--- src/rtl/key_buffer.sv ---
// key_buffer: PS/2 set-2 scan-code decoder feeding a small make-code FIFO.
// Revision 1.0
`default_nettype none

module key_buffer #(
  parameter int DEPTH = 8
) (
  input  logic                     CLK,
  input  logic                     reset,
  input  logic                     scan_valid,
  input  logic [7:0]               scan_code,
  input  logic                     clean_key_buffer,
  output logic [7:0]               pressed_key,
  output logic [$clog2(DEPTH):0]   key_count,
  output logic                     overflow
);

  localparam int              AW     = $clog2(DEPTH);
  localparam logic [AW:0]     C_FULL = (AW+1)'(DEPTH);

  typedef enum logic [1:0] {
    S_IDLE      = 2'd0,
    S_BREAK     = 2'd1,
    S_EXT       = 2'd2,
    S_EXT_BREAK = 2'd3
  } state_t;

  state_t        r_state;
  logic [7:0]    r_mem [DEPTH];
  logic [AW-1:0] r_wr_ptr;
  logic [AW-1:0] r_rd_ptr;
  logic [AW:0]   r_count;
  logic          r_overflow;

  logic w_make;
  logic w_empty;
  logic w_full;
  logic w_pop;
  logic w_push;

  assign w_make  = scan_valid && (r_state == S_IDLE) &&
                   (scan_code != 8'hF0) && (scan_code != 8'hE0) &&
                   (scan_code != 8'h00) && (scan_code != 8'hFF);
  assign w_empty = (r_count == '0);
  assign w_full  = (r_count == C_FULL);
  assign w_pop   = clean_key_buffer && !w_empty;
  // A pop in the same cycle frees the slot a full FIFO would otherwise lack.
  assign w_push  = w_make && (!w_full || w_pop);

  always_ff @(posedge CLK) begin
    if (reset) begin
      r_state <= S_IDLE;
    end else if (scan_valid) begin
      case (r_state)
        S_IDLE: begin
          if (scan_code == 8'hF0)      r_state <= S_BREAK;
          else if (scan_code == 8'hE0) r_state <= S_EXT;
          else                         r_state <= S_IDLE;
        end
        S_EXT:   r_state <= (scan_code == 8'hF0) ? S_EXT_BREAK : S_IDLE;
        default: r_state <= S_IDLE;
      endcase
    end
  end

  always_ff @(posedge CLK) begin
    if (reset) begin
      r_wr_ptr   <= '0;
      r_rd_ptr   <= '0;
      r_count    <= '0;
      r_overflow <= 1'b0;
    end else begin
      if (w_push) r_wr_ptr <= r_wr_ptr + 1'b1;
      if (w_pop)  r_rd_ptr <= r_rd_ptr + 1'b1;
      case ({w_push, w_pop})
        2'b10:   r_count <= r_count + 1'b1;
        2'b01:   r_count <= r_count - 1'b1;
        default: r_count <= r_count;
      endcase
      if (w_make && !w_push) r_overflow <= 1'b1;
    end
  end

  always_ff @(posedge CLK) begin
    if (w_push && !reset) r_mem[r_wr_ptr] <= scan_code;
  end

  assign pressed_key = w_empty ? 8'h00 : r_mem[r_rd_ptr];
  assign key_count   = r_count;
  assign overflow    = r_overflow;

endmodule

`default_nettype wire

--- config.mk ---
export PLATFORM = sky130hd
export DESIGN_NAME = key_buffer
export DESIGN_NICKNAME = d
export VERILOG_FILES = /design/src/rtl/key_buffer.sv
export SDC_FILE = /design/constraint.sdc
export NUM_CORES = 1
export LEC_CHECK = 0
export BUFFER_PORTS_ARGS = -buffer_cell sky130_fd_sc_hd__buf_2
export CAP_MARGIN = 40
export CORE_ASPECT_RATIO = 0.75
export CORE_MARGIN = 3
export CORE_UTILIZATION = 59
export DETAILED_ROUTE_END_ITERATION = 6
export MAX_ROUTING_LAYER = met4
export PLACE_DENSITY = 0.78
export SYNTH_ARGS = -nofsm -noshare
export SYNTH_HDL_FRONTEND = slang
export SYNTH_SLANG_ARGS = --single-unit
--- constraint.sdc ---
create_clock -name CLK -period 2.7 [get_ports CLK]
set_input_delay 0.405 -clock CLK [delete_from_list [all_inputs] [get_ports CLK]]
set_output_delay 0.405 -clock CLK [all_outputs]
set_load 0.01 [all_outputs]
== Word level (Yosys, flattened, before mapping) ==
Memories as Yosys holds them, arrays and structs flattened. A register that Yosys moved wholly into a read port is not among the register bits.
Index checks and enable logic that the tools add are counted.

* RAM bits: 64
* Memory bits (read-only): 0
* Memories: 1
* Bits in registers: 13
* Output and inout port bits: 13
* Bits in latches: 0
* Word-level logic and storage cells: 47
* Input bits: 12

* Reduce and logical (&&, ||, !) cells: 18
* Bitwise gates (word level): 0
* Magnitude comparators: 0
* Add/sub/neg operators: 4
* Equality and inequality tests: 9
* $mul: 0
* Mux-type cells: 10
* Shift operators: 0
* Divide/modulo/power cells: 0

{| class="wikitable"
|+ Memories
! memory !! depth !! bits a word !! rd ports !! clocked after memory_dff !! wr ports !! line !! RTL
|-
| r_mem || 8 || 8 || 1 || 1 || 1 || 29 || <nowiki>logic [7:0] r_mem [DEPTH];</nowiki>
|}

{| class="wikitable"
|+ Operators by type and width
! cell !! number
|-
| $ne 8x8->1 const B || 3
|-
| $eq 8x8->1 const B || 2
|-
| $logic_and 1x1->1 || 9
|-
| $mux 8 || 1
|-
| $pmux 4 s2 || 1
|-
| $reduce_bool 8->1 || 1
|-
| $add 3x1->3 const B || 2
|-
| $mux 2 || 3
|-
| $mux 3 || 2
|-
| $add 4x1->4 const B || 1
|-
| $eq 2x2->1 const B || 2
|-
| $eq 4x4->1 const B || 1
|-
| $logic_not 1->1 || 4
|-
| $logic_not 4->1 || 1
|-
| $pmux 2 s2 || 1
|-
| $sub 4x1->4 const B || 1
|-
| $eq 2x1->1 const B || 1
|-
| $logic_not 2->1 || 1
|-
| $mux 1 || 2
|-
| $reduce_bool 2->1 || 1
|-
| $logic_or 1x1->1 || 1
|}

== Logic depth before layout (Yosys ltp) ==
* Word-level depth: 10
* Depth in mapped cells: 11
* Depth with buffers taken out: 11

== Worst setup path after synthesis ==
Ideal clock, no wire load.

* Path kind: input to register
* Start: input scan_code[6]
* End: memory r_mem[4][0], enable pin
* Stages: 5
* Path buffers: 0
* Data required time: 2.305 ns
* Slack: 0.295 ns
* Library setup time: 0.395 ns
* Arrival time: 2.010 ns
* Cells stage by stage: and3_1 -> o21a_2 -> nor2_2 -> nand3_1 -> nor4_1

* Word-level cells in the longest chain between the ends: 9
* Elaborated cells on any way between the ends: 12
* Classes of those cells: eq/ne (3); mux (2); reduce/logical (7)

{| class="wikitable"
|+ Ends and longest elaborated chain
! item !! line !! RTL
|-
| from (decl) || 11 || <nowiki>input logic [7:0] scan_code,</nowiki>
|-
| $ne 8x8->1 || 42 || <nowiki>(scan_code != 8'hF0) && (scan_code != 8'hE0) &&</nowiki>
|-
| $logic_and 1x1->1 || 41 || <nowiki>assign w_make = scan_valid && (r_state == S_IDLE) &&</nowiki>
|-
| $logic_and 1x1->1 (2 in a row) || 42 ||
|-
| $logic_and 1x1->1 * || 43 || <nowiki>(scan_code != 8'h00) && (scan_code != 8'hFF);</nowiki>
|-
| $logic_and 1x1->1 * || 48 || <nowiki>assign w_push = w_make && (!w_full || w_pop);</nowiki>
|-
| $logic_and 1x1->1 * || 85 || <nowiki>if (w_push && !reset) r_mem[r_wr_ptr] <= scan_code;</nowiki>
|-
| $mux 1 * || 85 ||
|-
| $mux 1 (implied by the code) * || 85 ||
|-
| to (decl) || 29 ||
|}

Mark *: on every way between the ends. The rest lies on a longest branch, timed or not.

== Worst setup path in the final report ==
* Start: register r_count[3], in the netlist key_count[3]
* End: register r_count[3], in the netlist key_count[3]

* Word-level cells in the longest chain between the ends: 7
* Elaborated cells on any way between the ends: 13
* Classes of those cells: add/sub (2); eq/ne (3); mux (1); reduce/logical (7)

{| class="wikitable"
|+ Ends and longest elaborated chain
! item !! line !! RTL
|-
| from (decl) || 32 || <nowiki>logic [AW:0] r_count;</nowiki>
|-
| from (signal assigned) || 76 || <nowiki>2'b10: r_count <= r_count + 1'b1;</nowiki>
|-
| from (signal assigned) || 77 || <nowiki>2'b01: r_count <= r_count - 1'b1;</nowiki>
|-
| from (signal assigned) || 78 || <nowiki>default: r_count <= r_count;</nowiki>
|-
| $logic_not 4->1 || 44 || <nowiki>assign w_empty = (r_count == '0);</nowiki>
|-
| $logic_not 1->1 || 46 || <nowiki>assign w_pop = clean_key_buffer && !w_empty;</nowiki>
|-
| $logic_and 1x1->1 || 46 ||
|-
| $logic_or 1x1->1 || 48 ||
|-
| $logic_and 1x1->1 || 48 ||
|-
| $eq 2x1->1 / $eq 2x2->1 (equally long branches) || 75 || <nowiki>case ({w_push, w_pop})</nowiki>
|-
| $pmux 4 s2 / $reduce_bool 2->1 (equally long branches) || -- ||
|}

Several ways; a longest one is shown, not always the timed one.
A chain may end at the register's enable or synchronous reset.

==> impl_metrics.csv <==
group,metric,value,unit
clock_network,cts_buffers,9,
setup_path,cp_data_required_time,2.97,ns
clock_network,clock-sinks,80,
placed_design,dpl.hpwl,4.46,mm
sta,finalHoldViolCount,0,
sta,setup_tns,0,ns
synthesis,synthFlopType,"edfxtp_1",
clock_network,cts.root.buffer_cell,"clkbuf_8",
setup_path,crit_type,"flop to flop",
detailed_routing,firstDrtPassIters,4,
grt,grt_pass1_wl,10.4,mm
synthesis,syn_area_per_cell,16.0,sq um
sta,skew,0.00934,ns
setup_path,worstPathArrival,2.69,ns
placed_design,port_buffers,24,
synthesis,yosys_warnings,0,
detailed_routing,via_per_inst,5.79,
final_layout,syn_to_final_growth,15.7,%
synthesis,syn-cell-area,3390,sq um
sta,rsz0062_at_grt,"no",
clock_network,clock_latency,0.35,ns
pwr,power.leakage,1.37,nW
sta,period_needed,2.42,ns
sta,layout_setup_ws,0.279,ns
pwr,p_per_area,820,nW/um^2
grt,antenna_found_initial,0,
final_layout,drive_gt1_share,34.5,%
clock_network,htree_levels,3,
clock_network,cts_setup_buffers,0,
flow_run,max-cap-violations,0,
setup_path,crit_chain,"nand2b_1, nand2_1, or2_2, inv_1, ha_1, a21o_1, a21o_1, o31a_1, a31oi_1",
grt,overflow,0,
sta,max-slew-margin-rel,62.9,%
setup_path,critical_path_cell_count,9,
run_status,status,"finished clean",
sta,setup_violations,0,
synthesis,ys_seq_area_share,66.1,%
synthesis,ys_async_sr_fraction,0,%
grt,use_met3,5.98,%
setup_path,r2r-start,"key_count[3]$_SDFFE_PP0P_",
detailed_routing,wl,6.52,mm
synthesis,ys_seq_elements,80,
clock_network,clock_path_buffers,2,
final_layout,mostFrequentLayoutCell,"edfxtp_1",
synthesis,synth_edf_count,64,
final_layout,diodes,0,
grt,use_met1,32.3,%
final_layout,num-nets-final,276,
setup_path,start_kind,"flop",
worst_hold_path,hold_depth,3,
clock_network,postCtsHoldBufs,0,
detailed_routing,wire_per_inst,19.2,microns
placed_design,post-place-ws,0.0668,ns
placed_design,place.gp.congestion,0.818,
clock_network,cts_tree,"yes",
clock_network,cts_resized,0,
synthesis,syn_inst,212,
sta,max_clock_freq,413,MHz
floorplanning,die_x,93.6,microns
detailed_routing,vias,1962,
detailed_routing,drt_iter0_markers,178,
floorplanning,design.core.area,5440,sq um
grt,use_met2,31.5,%
grt,grt_start_max_net_pins,22,
pwr,switching_share,29.7,%
setup_path,path_buf_inv,1,
detailed_routing,drc,0,
worst_hold_path,worstHoldPathType,"input pin to flop",
floorplanning,io_pins,25,
sta,maxSlewViolCount,0,
setup_path,crit_start,"key_count[3]$_SDFFE_PP0P_",
setup_path,crit_slowest_cell,"dfxtp_1",
setup_path,cp-end-kind,"flop",
setup_path,cp_max_fo,7,
setup_path,cp_slowest_stage_delay,0.50,ns
pwr,p_seq_share,44.6,%
synthesis,synth_cell_types,46,
floorplanning,fp-row-count,23,
grt,track_usage,22.2,%
floorplanning,initial_utilization,62.4,%
pwr,combPwrFrac,29.7,%
grt,grt_pass1_vias,1917,
setup_path,r2r_cells,9,
clock_network,cts.clk_slew.worst_paths,0.07,ns
pwr,pwr-share-clk,25.7,%
grt,gr-max-usage-layer,"met1",
floorplanning,die_y,71.7,microns
sta,worst_pin_slew,0.553,ns
detailed_routing,ant_nets,0,
pwr,p_int,2.26,mW
synthesis,synth_nets,229,
setup_path,cpMostUsedCell,"a21o_1",
floorplanning,dieArea,6710,sq um
final_layout,layout_common_cells,"64 x edfxtp_1, 25 x nor2_1, 24 x buf_2",
worst_hold_path,hold_start,"scan_valid",
pwr,vdd_drop_max,0.000455,V
sta,fin_hold_ws,0.358,ns
pwr,p_switching,0.957,mW
sta,period_share,89.7,%
setup_path,critPathTopFamily,"compound AO/OA/AOI/OAI gates",
stage by stage:
stage / utilization, % / power, mW / instances / cell area (sq um)
2_1_floorplan: - / 2.08 / 212 / 3390
3_3_place_gp: 68.6 / 2.40 / 323 / 3730
3_5_place_dp: 68.6 / 2.42 / 323 / 3730
4_1_cts: 72.2 / 3.24 / 339 / 3930
5_1_grt: 72.2 / 3.39 / 339 / 3930
6_report: 72.2 / 3.22 / 339 / 3930
layer usage:
metal	vias to the layer above	share of wire, %
met2	52	47
met3	8	5.6
met5	-	0
li1	924	-
met4	0	1.0
met1	978	47
final cells by class:
| class | instances | area [sq um] |
|---|---|---|
| clock buffer | 12 | 166 |
| timing repair buffer | 44 | 270 |
| clock inverter | 4 | 26.3 |
| multi-input combinational | 120 | 1110 |
| fill | 344 | 1510 |
| sequential | 80 | 2240 |
| tap | 75 | 93.8 |
| inverter | 4 | 15.0 |
synth_stat cells, types with 3 or more instances:
master / count / area, sq um
clkbuf_1: 3 / 11.3
xor2_1: 4 / 35.0
o21ai_0: 3 / 15.0
ha_1: 4 / 50.1
a21oi_1: 3 / 15.0
nor3_1: 4 / 20.0
nand3_1: 7 / 35.0
mux2i_1: 9 / 90.1
nor2_1: 25 / 93.8
edfxtp_1: 64 / 1920
nand2b_1: 4 / 25.0
nand2_1: 4 / 15.0
mux4_2: 16 / 360
dfxtp_1: 16 / 320
nand4_1: 3 / 18.8
inv_1: 4 / 15.0
sequential cells by signal (all words and copies together), names as in the netlist, named ones only:
| name | count |
|---|---|
| r_mem | 64 |
| key_count | 4 |
| r_rd_ptr | 3 |
| r_wr_ptr | 3 |
| r_state | 2 |
| overflow | 1 |
worst paths after layout:
check | to | slack [ns]
max reg2reg | key_count[3]$_SDFFE_PP0P_ | 0.28
min reg2reg | r_state[0]$_SDFFE_PP0P_ | 0.48
min | r_state[0]$_SDFFE_PP0P_ | 0.36
max | key_count[3]$_SDFFE_PP0P_ | 0.28
logic make-up after synthesis:
| group | synth area share [%] |
|---|---|
| buffers and inverters | 1.51 |
| AO/OA/AOI/OAI | 4.06 |
| adder cells (fa/ha/maj) | 2.06 |
| AND/OR/NAND/NOR | 10.8 |
| XOR/XNOR | 1.29 |
| flip-flops | 66.1 |
| multiplexers | 14.2 |
power groups by stage:
| stage | Combinational, mW | Clock (mW) | Sequential [mW] |
|---|---|---|---|
| finish | 0.956 | 0.828 | 1.44 |
| global route | 1.05 | 0.893 | 1.44 |
| CTS | 0.964 | 0.841 | 1.44 |
| detailed placement | 0.952 | 0 | 1.46 |
| global placement | 0.937 | 0 | 1.46 |
| floorplan | 0.592 | 0 | 1.49 |
worst reg2reg max path: cells and delay by family (launching register included):
family,cells,cell delay (ns)
and+or+nand+nor,3,0.72
DFF,1,0.50
adders and majority gates,1,0.23
buffers and inverters,1,0.09
AOI/OAI and AO/OA,4,0.81
(Power assumes the default switching activity.)
